[config.mk]
export PLATFORM = sky130hd
export DESIGN_NAME = uart_rx_os_flat
export DESIGN_NICKNAME = d
export VERILOG_FILES = /design/src/rtl/uart_rx_os_if.sv /design/src/rtl/uart_rx_os.sv /design/src/flat_wrapper.sv
export SDC_FILE = /design/constraint.sdc
export NUM_CORES = 1
export LEC_CHECK = 0
export ABC_CLOCK_PERIOD_IN_PS = 2200
export BUFFER_PORTS_ARGS = -buffer_cell sky130_fd_sc_hd__buf_4
export CAP_MARGIN = 5
export CORE_MARGIN = 3
export CORE_UTILIZATION = 55
export CTS_BUF_LIST = sky130_fd_sc_hd__clkbuf_16
export DETAILED_ROUTE_END_ITERATION = 16
export PLACE_DENSITY = 0.79
export SLEW_MARGIN = 25
export SYNTH_ARGS = -nofsm -noshare
export SYNTH_HDL_FRONTEND = slang
export SYNTH_SLANG_ARGS = --single-unit
export TNS_END_PERCENT = 100
[constraint.sdc]
create_clock -name clk -period 2.2 [get_ports clk]
set_input_delay 0.22 -clock clk [delete_from_list [all_inputs] [get_ports clk]]
set_output_delay 0.22 -clock clk [all_outputs]
set_load 0.01 [all_outputs]
[src/rtl/uart_rx_os_if.sv]
// Bus-side hold-register handshake of the oversampling UART receiver.
// The receiver drives the word and status flags; the consumer returns rd_ack.
interface uart_rx_os_if #(
    parameter int DATA_W = 8
);
    logic [DATA_W-1:0] data;
    logic              u_rx_done;
    logic              rx_valid;
    logic              frame_err;
    logic              parity_err;
    logic              overrun;
    logic              rd_ack;

    modport master (
        output data, u_rx_done, rx_valid, frame_err, parity_err, overrun,
        input  rd_ack
    );

    modport slave (
        input  data, u_rx_done, rx_valid, frame_err, parity_err, overrun,
        output rd_ack
    );
endinterface

[src/rtl/uart_rx_os.sv]
// Oversampling UART receiver: mid-bit sampling, false-start rejection, framing/overrun
// detection and a valid/ack hold register. Optional parity bit enabled by UART_RX_PARITY_EN.
module uart_rx_os #(
    parameter int DATA_W       = 8,
    parameter int CLKS_PER_BIT = 16,
    parameter int STOP_BITS    = 1,
    parameter int PARITY_ODD   = 0
) (
    input  logic          clk,
    input  logic          rst_n,
    input  logic          en_rx,
    input  logic          u_rx,
    uart_rx_os_if.master  bus
);
    localparam int CNT_W = $clog2(CLKS_PER_BIT);
    localparam int IDX_W = $clog2(DATA_W + 1);
    localparam logic [CNT_W-1:0] CNT_MID   = CNT_W'(CLKS_PER_BIT / 2 - 1);
    localparam logic [CNT_W-1:0] CNT_LAST  = CNT_W'(CLKS_PER_BIT - 1);
    localparam logic [IDX_W-1:0] IDX_LAST  = IDX_W'(DATA_W - 1);
    localparam logic [IDX_W-1:0] STOP_LAST = IDX_W'(STOP_BITS - 1);

    typedef enum logic [2:0] {
        S_IDLE   = 3'd0,
        S_START  = 3'd1,
        S_DATA   = 3'd2,
        S_PARITY = 3'd3,
        S_STOP   = 3'd4
    } state_t;

`ifdef UART_RX_PARITY_EN
    // Received parity bit disagrees with the XOR of the data bits and the configured sense.
    function automatic logic parity_bad(input logic [DATA_W-1:0] d, input logic p);
        return p ^ (^d) ^ 1'(PARITY_ODD);
    endfunction
`endif

    logic [1:0]        sync_r;
    logic              rx_s;
    logic              rx_prev_r;
    state_t            state_r, state_next_s;
    logic [CNT_W-1:0]  cnt_r, cnt_next_s;
    logic [IDX_W-1:0]  idx_r, idx_next_s;
    logic [DATA_W-1:0] shift_r, shift_next_s;
    logic              ferr_r, ferr_next_s;
    logic              perr_r, perr_next_s;
    logic              done_s;

    logic [DATA_W-1:0] data_r;
    logic              done_r;
    logic              valid_r;
    logic              frame_err_r;
    logic              parity_err_r;
    logic              overrun_r;

    assign rx_s = sync_r[1];

    // Two-flop synchroniser for the asynchronous line plus a delayed copy for edge detection.
    always_ff @(posedge clk or negedge rst_n) begin
        if (!rst_n) begin
            sync_r    <= 2'b11;
            rx_prev_r <= 1'b1;
        end else begin
            sync_r    <= {sync_r[0], u_rx};
            rx_prev_r <= rx_s;
        end
    end

    // Frame FSM state and datapath registers.
    always_ff @(posedge clk or negedge rst_n) begin
        if (!rst_n) begin
            state_r <= S_IDLE;
            cnt_r   <= '0;
            idx_r   <= '0;
            shift_r <= '0;
            ferr_r  <= 1'b0;
            perr_r  <= 1'b0;
        end else begin
            state_r <= state_next_s;
            cnt_r   <= cnt_next_s;
            idx_r   <= idx_next_s;
            shift_r <= shift_next_s;
            ferr_r  <= ferr_next_s;
            perr_r  <= perr_next_s;
        end
    end

    // Next-state logic; every sample point falls on the middle of a bit period.
    always_comb begin
        state_next_s = state_r;
        cnt_next_s   = cnt_r + CNT_W'(1);
        idx_next_s   = idx_r;
        shift_next_s = shift_r;
        ferr_next_s  = ferr_r;
        perr_next_s  = perr_r;
        done_s       = 1'b0;
        case (state_r)
            S_IDLE: begin
                cnt_next_s  = '0;
                idx_next_s  = '0;
                ferr_next_s = 1'b0;
                perr_next_s = 1'b0;
                if (en_rx && rx_prev_r && !rx_s) begin
                    state_next_s = S_START;
                end else begin
                    state_next_s = S_IDLE;
                end
            end
            S_START: begin
                if (cnt_r == CNT_MID) begin
                    cnt_next_s   = '0;
                    state_next_s = rx_s ? S_IDLE : S_DATA;
                end else begin
                    state_next_s = S_START;
                end
            end
            S_DATA: begin
                if (cnt_r == CNT_LAST) begin
                    cnt_next_s   = '0;
                    shift_next_s = {rx_s, shift_r[DATA_W-1:1]};
                    if (idx_r == IDX_LAST) begin
                        idx_next_s = '0;
`ifdef UART_RX_PARITY_EN
                        state_next_s = S_PARITY;
`else
                        state_next_s = S_STOP;
`endif
                    end else begin
                        idx_next_s = idx_r + IDX_W'(1);
                    end
                end else begin
                    state_next_s = S_DATA;
                end
            end
`ifdef UART_RX_PARITY_EN
            S_PARITY: begin
                if (cnt_r == CNT_LAST) begin
                    cnt_next_s   = '0;
                    perr_next_s  = parity_bad(shift_r, rx_s);
                    state_next_s = S_STOP;
                end else begin
                    state_next_s = S_PARITY;
                end
            end
`endif
            S_STOP: begin
                if (cnt_r == CNT_LAST) begin
                    cnt_next_s  = '0;
                    ferr_next_s = ferr_r | ~rx_s;
                    if (idx_r == STOP_LAST) begin
                        // Leaving at mid-stop lets a start edge right after the stop bit be caught.
                        done_s       = 1'b1;
                        state_next_s = S_IDLE;
                    end else begin
                        idx_next_s = idx_r + IDX_W'(1);
                    end
                end else begin
                    state_next_s = S_STOP;
                end
            end
            default: begin
                state_next_s = S_IDLE;
            end
        endcase
    end

    // Hold register toward the bus; an ack coinciding with completion keeps the new word valid.
    always_ff @(posedge clk or negedge rst_n) begin
        if (!rst_n) begin
            data_r       <= '0;
            done_r       <= 1'b0;
            valid_r      <= 1'b0;
            frame_err_r  <= 1'b0;
            parity_err_r <= 1'b0;
            overrun_r    <= 1'b0;
        end else begin
            done_r <= done_s;
            if (done_s) begin
                data_r       <= shift_r;
                frame_err_r  <= ferr_next_s;
                parity_err_r <= perr_r;
                valid_r      <= 1'b1;
                if (valid_r && !bus.rd_ack) begin
                    overrun_r <= 1'b1;
                end else if (bus.rd_ack) begin
                    overrun_r <= 1'b0;
                end else begin
                    overrun_r <= overrun_r;
                end
            end else if (bus.rd_ack) begin
                valid_r   <= 1'b0;
                overrun_r <= 1'b0;
            end else begin
                valid_r   <= valid_r;
                overrun_r <= overrun_r;
            end
        end
    end

    assign bus.data       = data_r;
    assign bus.u_rx_done  = done_r;
    assign bus.rx_valid   = valid_r;
    assign bus.frame_err  = frame_err_r;
    assign bus.parity_err = parity_err_r;
    assign bus.overrun    = overrun_r;
endmodule

[src/flat_wrapper.sv]
// flat-port wrapper written by rule: the top's interface ports become plain ports
module uart_rx_os_flat 
#(
    parameter int DATA_W       = 8,
    parameter int CLKS_PER_BIT = 16,
    parameter int STOP_BITS    = 1,
    parameter int PARITY_ODD   = 0
)
  (clk, rst_n, en_rx, u_rx, bus_data, bus_u_rx_done, bus_rx_valid, bus_frame_err, bus_parity_err, bus_overrun, bus_rd_ack);
  uart_rx_os_if #(.DATA_W(DATA_W)) bus_i ();
  input  logic clk;
  input  logic rst_n;
  input  logic en_rx;
  input  logic u_rx;
  output wire logic [$bits(bus_i.data)-1:0] bus_data;
  output wire logic [$bits(bus_i.u_rx_done)-1:0] bus_u_rx_done;
  output wire logic [$bits(bus_i.rx_valid)-1:0] bus_rx_valid;
  output wire logic [$bits(bus_i.frame_err)-1:0] bus_frame_err;
  output wire logic [$bits(bus_i.parity_err)-1:0] bus_parity_err;
  output wire logic [$bits(bus_i.overrun)-1:0] bus_overrun;
  input wire logic [$bits(bus_i.rd_ack)-1:0] bus_rd_ack;
  assign bus_data = bus_i.data;
  assign bus_u_rx_done = bus_i.u_rx_done;
  assign bus_rx_valid = bus_i.rx_valid;
  assign bus_frame_err = bus_i.frame_err;
  assign bus_parity_err = bus_i.parity_err;
  assign bus_overrun = bus_i.overrun;
  assign bus_i.rd_ack = bus_rd_ack;
  uart_rx_os #(.DATA_W(DATA_W), .CLKS_PER_BIT(CLKS_PER_BIT), .STOP_BITS(STOP_BITS), .PARITY_ODD(PARITY_ODD)) u_core (.clk(clk), .rst_n(rst_n), .en_rx(en_rx), .u_rx(u_rx), .bus(bus_i));
endmodule
==> results of run 1 <==
## through the flow
stage / util, % / cell area (sq um) / cells / hold slack (ps) / setup slack, ps
finish: 71.44 / 1818 / 170 / 46.82 / 215.1
CTS: 71.44 / 1818 / 170 / 40.96 / 217.3
global placement: 65.14 / 1658 / 161 / 183.9 / 269.4
detailed placement: 65.14 / 1658 / 161 / 192.1 / 235.3
floorplan: - / 1519 / 118 / -75.59 / 293.5
global route: 71.44 / 1818 / 170 / 36.94 / 124.6
## state kept, by name, summed over array words and instances (netlist names)
signal	flops
u_core.idx_r	4
u_core.shift_r	8
u_core.bus.data	8
u_core.bus.overrun	1
u_core.bus.rx_valid	1
u_core.bus.u_rx_done	1
u_core.ferr_r	1
u_core.state_r	3
u_core.sync_r	2
u_core.cnt_r	4
u_core.bus.frame_err	1
u_core.rx_prev_r	1
## synth_stat cells, drive strengths merged (2+ instances only)
library cell / count
a211oi: 2
a21oi: 3
and4b: 2
buf: 5
dfrtp: 32
dfstp: 3
ha: 3
inv: 7
mux2: 18
nand2: 2
nand3: 3
nor2: 9
nor3: 3
o21ai: 3
o31ai: 3
## final cells by class
class	instances	area share, %
Clock buffer	5	6.882
Clock inverter	3	1.376
Inverter	7	1.445
Multi-Input combinational cell	71	31.87
Sequential cell	35	48.38
Tap cell	30	2.065
Timing Repair Buffer	19	7.983
## critical path, cell delays in order, from the launching register on
cell	delay [ps]
dfrtp_1	410
inv_1	70
ha_1	130
or3b_4	410
nor4b_4	250
buf_4	240
mux2_2	360
## final timing paths
check	from	endpoint	slack [ps]	depth (start not counted)
max in group asynchronous	rst_n	u_core.sync_r[0]	1450	2
worst min register to register	u_core.sync_r[0]	u_core.sync_r[1]	360	0
worst min-delay path	u_rx	u_core.sync_r[0]	50	1
worst max register to register	u_core.idx_r[0]	u_core.bus.data[2]	220	6
worst max-delay path	u_core.idx_r[0]	u_core.bus.data[2]	220	6
min in group asynchronous	rst_n	u_core.idx_r[2]	420	2
## per-layer routing
| layer | track usage (%) | share of wire [%] | up-vias |
|---|---|---|---|
| met1 | 22.21 | 43 | 494 |
| met2 | 29.19 | 52 | 15 |
| li1 | - | - | 462 |
| met3 | 6.579 | 3.5 | 5 |
| met5 | 0 | 0 | - |
| met4 | 7.947 | 1.5 | 0 |
## logic make-up (layout without fill, tap and decap cells)
kind of cell,Yosys count,count (layout)
AOI/OAI and AO/OA,17,17
DFF,35,35
muxes,18,18
buffers and inverters,12,34
adders and majority gates,3,3
xor gates and xnor gates,2,2
and+or+nand+nor,30,30
other,1,1
## repair_timing
| action | CTS | global route |
|---|---|---|
| setup endpoints to repair | 0 | 0 |
| hold buffers | 1 | 0 |
| endpoints found under the hold margin | 32 | 0 |
## where the power goes
group,switching (mW),total [mW],internal [mW],leakage (nW)
registers,0.0569,0.742,0.685,0.472
logic,0.0918,0.153,0.0610,0.355
clock network,0.267,0.689,0.422,0.0700
==> impl_metrics.ini, run 1 <==
[run_status]
status = complete, no violations

[logic_synthesis]
synth_compound_area_share_pct = 7.825
ys.flop_type = dfrtp_1
ys_ff_latch = 35
post_synth_mux_area_share_pct = 13.34
syn_area_sq_um = 1519
synthAdderAreaFrac_pct = 2.471
syn_avg_cell_area_sq_um = 12.87
synth_top_family_by_area = multiplexers
yosysTopAreaCellShare_pct = 52.72
synthTopCellsByArea = dfrtp_1 (53%), mux2_2 (13%), dfstp_2 (5.2%)
seq_area_frac_synth_pct = 57.91
yosys.area_share.simple_pct = 13.10
yosysTopAreaCell = dfrtp_1
synthCells = 118
synthXorXnorAreaFrac_pct = 1.153
synth_edf_count = 0
ys_warn_count = 0
synth_cell_types = 39
synth_fp_nets = 126
synthArstFlopShare_pct = 100.0

[global_route]
grt_pass1_wl_um = 4498
grt-ovfl-total = 0
track_usage_pct = 18.25
antenna_found_initial = 0
grt_pass1_vias = 950
grt_max_degree = 36

[clock_network]
cts_tree = yes
clk_latency_ps = 280
cts_sinks = 35
postCtsSetupRepairBufs = 0
cts-htree-levels = 2
path_clk_slew_ps = 60
clockRootBuffer = clkbuf_16
cts_inserted_buffers = 5
cts_buffer_depth = 2
cts_resized = 0

[cells_and_area]
regArea_sq_um = 879.6
layout_common_cells = dfrtp_1 (32), mux2_2 (18), buf_4 (18)
multi_input_area_sq_um = 579.3
mostFrequentLayoutCell = dfrtp_1
syn2layout_area_growth_pct = 19.69
drive_gt1_share_pct = 39.29
fill_cells = 179
final_nets = 147
n_antenna_cell = 0

[power]
finalPower_mw = 1.584
p_leak_nw = 0.8969
ir_drop_mv = 0.9256
powerDensity_nw_per_um2 = 871.3

[timing]
fin_crit_sh_pct = 90.22
fmax_mhz = 503.8
finClkSkew_ps = 5.652
maxSlewViolCount = 0
finalSetupViolCount = 0
rsz0062_at_grt = false
fin_tns_setup_ps = 0
hold_violations = 0
fin_crit_ps = 1985

[detailed_routing]
drc = 0
post_drt_wl_per_cell_um = 15.61
drtIter0Drc = 24
via_per_inst = 5.741
drtAntennaViolNets = 0
wl_um = 2654
dr.pass1.iters = 4
vias = 976

[place]
place_congestion = 0.8197
portBuffers = 16
dp_hpwl_um = 1729

[setup_path]
crit_fanout = 12
required_ps = 2360
critPathKind = reg -> reg
end_kind = flop
critPathLaunchType = flop
cp.arrival_ps = 2150

[worst_hold_path]
hold_class = in -> reg

[floorplan]
die_y_um = 58.55
start_util_pct = 59.69
core_sq_um = 2545
die_area_sq_um = 3428
fp-row-count = 18
die_w_um = 58.55
pin_count = 18

[flow_run]
cap_violations = 0
Power figures use the tool's default switching activity.
==> run 2: changes to the inputs <==
--- a/config.mk
+++ b/config.mk
@@ -10,7 +10,6 @@
 export CAP_MARGIN = 5
 export CORE_MARGIN = 3
 export CORE_UTILIZATION = 55
-export CTS_BUF_LIST = sky130_fd_sc_hd__clkbuf_16
 export DETAILED_ROUTE_END_ITERATION = 16
 export PLACE_DENSITY = 0.79
 export SLEW_MARGIN = 25
==> run 2 against run 1 <==
Clock power down 48%; wire length down 8.4%; final cell count up 1.2%; register-to-register slack about the same; final area down 3.7%; non-clock buffer count up 2; clock skew up 9.4 ps; sequential share of layout area up 1.9 points; critical path depth unchanged; worst hold slack better by 150 ps; flip-flop and latch count unchanged; combinational power about the same; highest routed layer unchanged.
==> impl_metrics.ini, run 2 (synthesis results as in run 1) <==
[timing]
setup_ws_ps = 230.0
fmax_mhz = 507.6
fin_crit_ps = 1970
finalSetupViolCount = 0
maxSlewViolCount = 0
rsz0062_at_grt = false
fin_crit_sh_pct = 89.55
fin_tns_setup_ps = 0
finClkSkew_ps = 15.03
hold_violations = 0

[floorplan]
fp-row-count = 18
start_util_pct = 59.69
pin_count = 18
die_w_um = 58.55
die_y_um = 58.55
die_area_sq_um = 3428
core_sq_um = 2545

[cells_and_area]
layout_common_cells = dfrtp_1 (32), mux2_2 (18), buf_4 (18)
n_antenna_cell = 0
drive_gt1_share_pct = 38.73
multi_input_area_sq_um = 579.3
final_nets = 149
regArea_sq_um = 879.6
fin_area_sq_um = 1750
mostFrequentLayoutCell = dfrtp_1
syn2layout_area_growth_pct = 15.24
fill_cells = 197

[detailed_routing]
drtIter0Drc = 18
vias = 962
drtAntennaViolNets = 0
dr.pass1.iters = 4
drc = 0
post_drt_wl_per_cell_um = 14.13
via_per_inst = 5.593
wl_um = 2430

[global_route]
antenna_found_initial = 0
grt_max_degree = 36
grt_pass1_wl_um = 4250
grt-ovfl-total = 0
track_usage_pct = 16.92
grt_pass1_vias = 939

[setup_path]
critPathLaunchType = flop
end_kind = flop
required_ps = 2430
cp.arrival_ps = 2200
critPathKind = reg -> reg
r2r_start = u_core.idx_r[0]
crit_start = u_core.idx_r[0]
crit_fanout = 12

[clock_network]
cts_sinks = 35
cts_inserted_buffers = 5
cts_hold_buffers = 2
cts_buffer_depth = 2
cts_tree = yes
clk_latency_ps = 340
cts_resized = 0
postCtsSetupRepairBufs = 0
path_clk_slew_ps = 110
cts-htree-levels = 2
clockRootBuffer = clkbuf_4

[run_status]
status = complete, no violations

[worst_hold_path]
hold_class = in -> reg
hp-start = en_rx

[power]
combPwrFrac_pct = 12.3
powerDensity_nw_per_um2 = 714.4
p_leak_nw = 0.8667
clockPowerShare_pct = 28.5
pwr-share-seq_pct = 59.1
p_int_mw = 0.8750
switching_power_mw = 0.3756
swShare_pct = 30.03
ir_drop_mv = 0.7163

[place]
placed_area_sq_um = 1658
portBuffers = 16
place_ws_ps = 235.3
dp_hpwl_um = 1729
place_congestion = 0.8197

[flow_run]
cap_violations = 0
## run 2: changes by cell type in the layout (fill, tap and decap cells not counted)
cell / change
dlygate4sd3_1: +2
clkbuf_16: -5
clkbuf_4: +5
## run 2: layout make-up
cell class,instances,share of cell area (%)
clock inverter,3,1.430
clock buffer,5,2.144
tap,30,2.144
inverter,7,1.501
timing repair buffer,21,9.435
multi-input combinational,71,33.10
sequential,35,50.25
## run 2: worst max-delay path, stage by stage, from the launching register on
cell	delay, ps
dfrtp_1	420
inv_1	70
ha_1	130
or3b_4	410
nor4b_4	250
buf_4	230
mux2_2	350
## run 2: per-stage QoR
| stage | cells | power, mW | utilization (%) | hold slack, ps |
|---|---|---|---|---|
| detailed placement | 161 | 0.9034 | 65.14 | 192.1 |
| finish | 172 | 1.251 | 68.78 | 201.3 |
| global route | 172 | 1.329 | 68.78 | 192.0 |
| CTS | 171 | 1.267 | 68.39 | 6.947 |
| floorplan | 118 | 0.8580 | - | -75.59 |
| global placement | 161 | 0.8930 | 65.14 | 183.9 |
## run 2: routing by layer
metal | vias to the layer above | track usage [%] | share of wire (%)
li1 | 464 | - | -
met1 | 477 | 21.28 | 47
met2 | 16 | 26.48 | 47
met3 | 5 | 6.798 | 4.3
met4 | 0 | 5.960 | 1.1
met5 | - | 0 | 0
## run 2: power groups by stage
stage                     registers [mW]  logic (mW)  clock network (mW)
after floorplan                    0.718       0.140                   0
after global placement             0.748       0.145                   0
after detailed placement           0.751       0.152                   0
after CTS                          0.739       0.156               0.372
after global routing               0.748       0.177               0.404
final                              0.740       0.154               0.357
## run 2: path summary, 6_finish.rpt
kind / slack, ps / cells past startpoint / end
hold reg to reg: 360 / 0 / u_core.sync_r[1]
setup reg to reg: 230 / 6 / u_core.bus.data[0]
max in group asynchronous: 1520 / 2 / u_core.sync_r[0]
min in group asynchronous: 340 / 2 / u_core.idx_r[2]
hold / removal: 200 / 3 / u_core.state_r[0]
setup / recovery: 230 / 6 / u_core.bus.data[0]
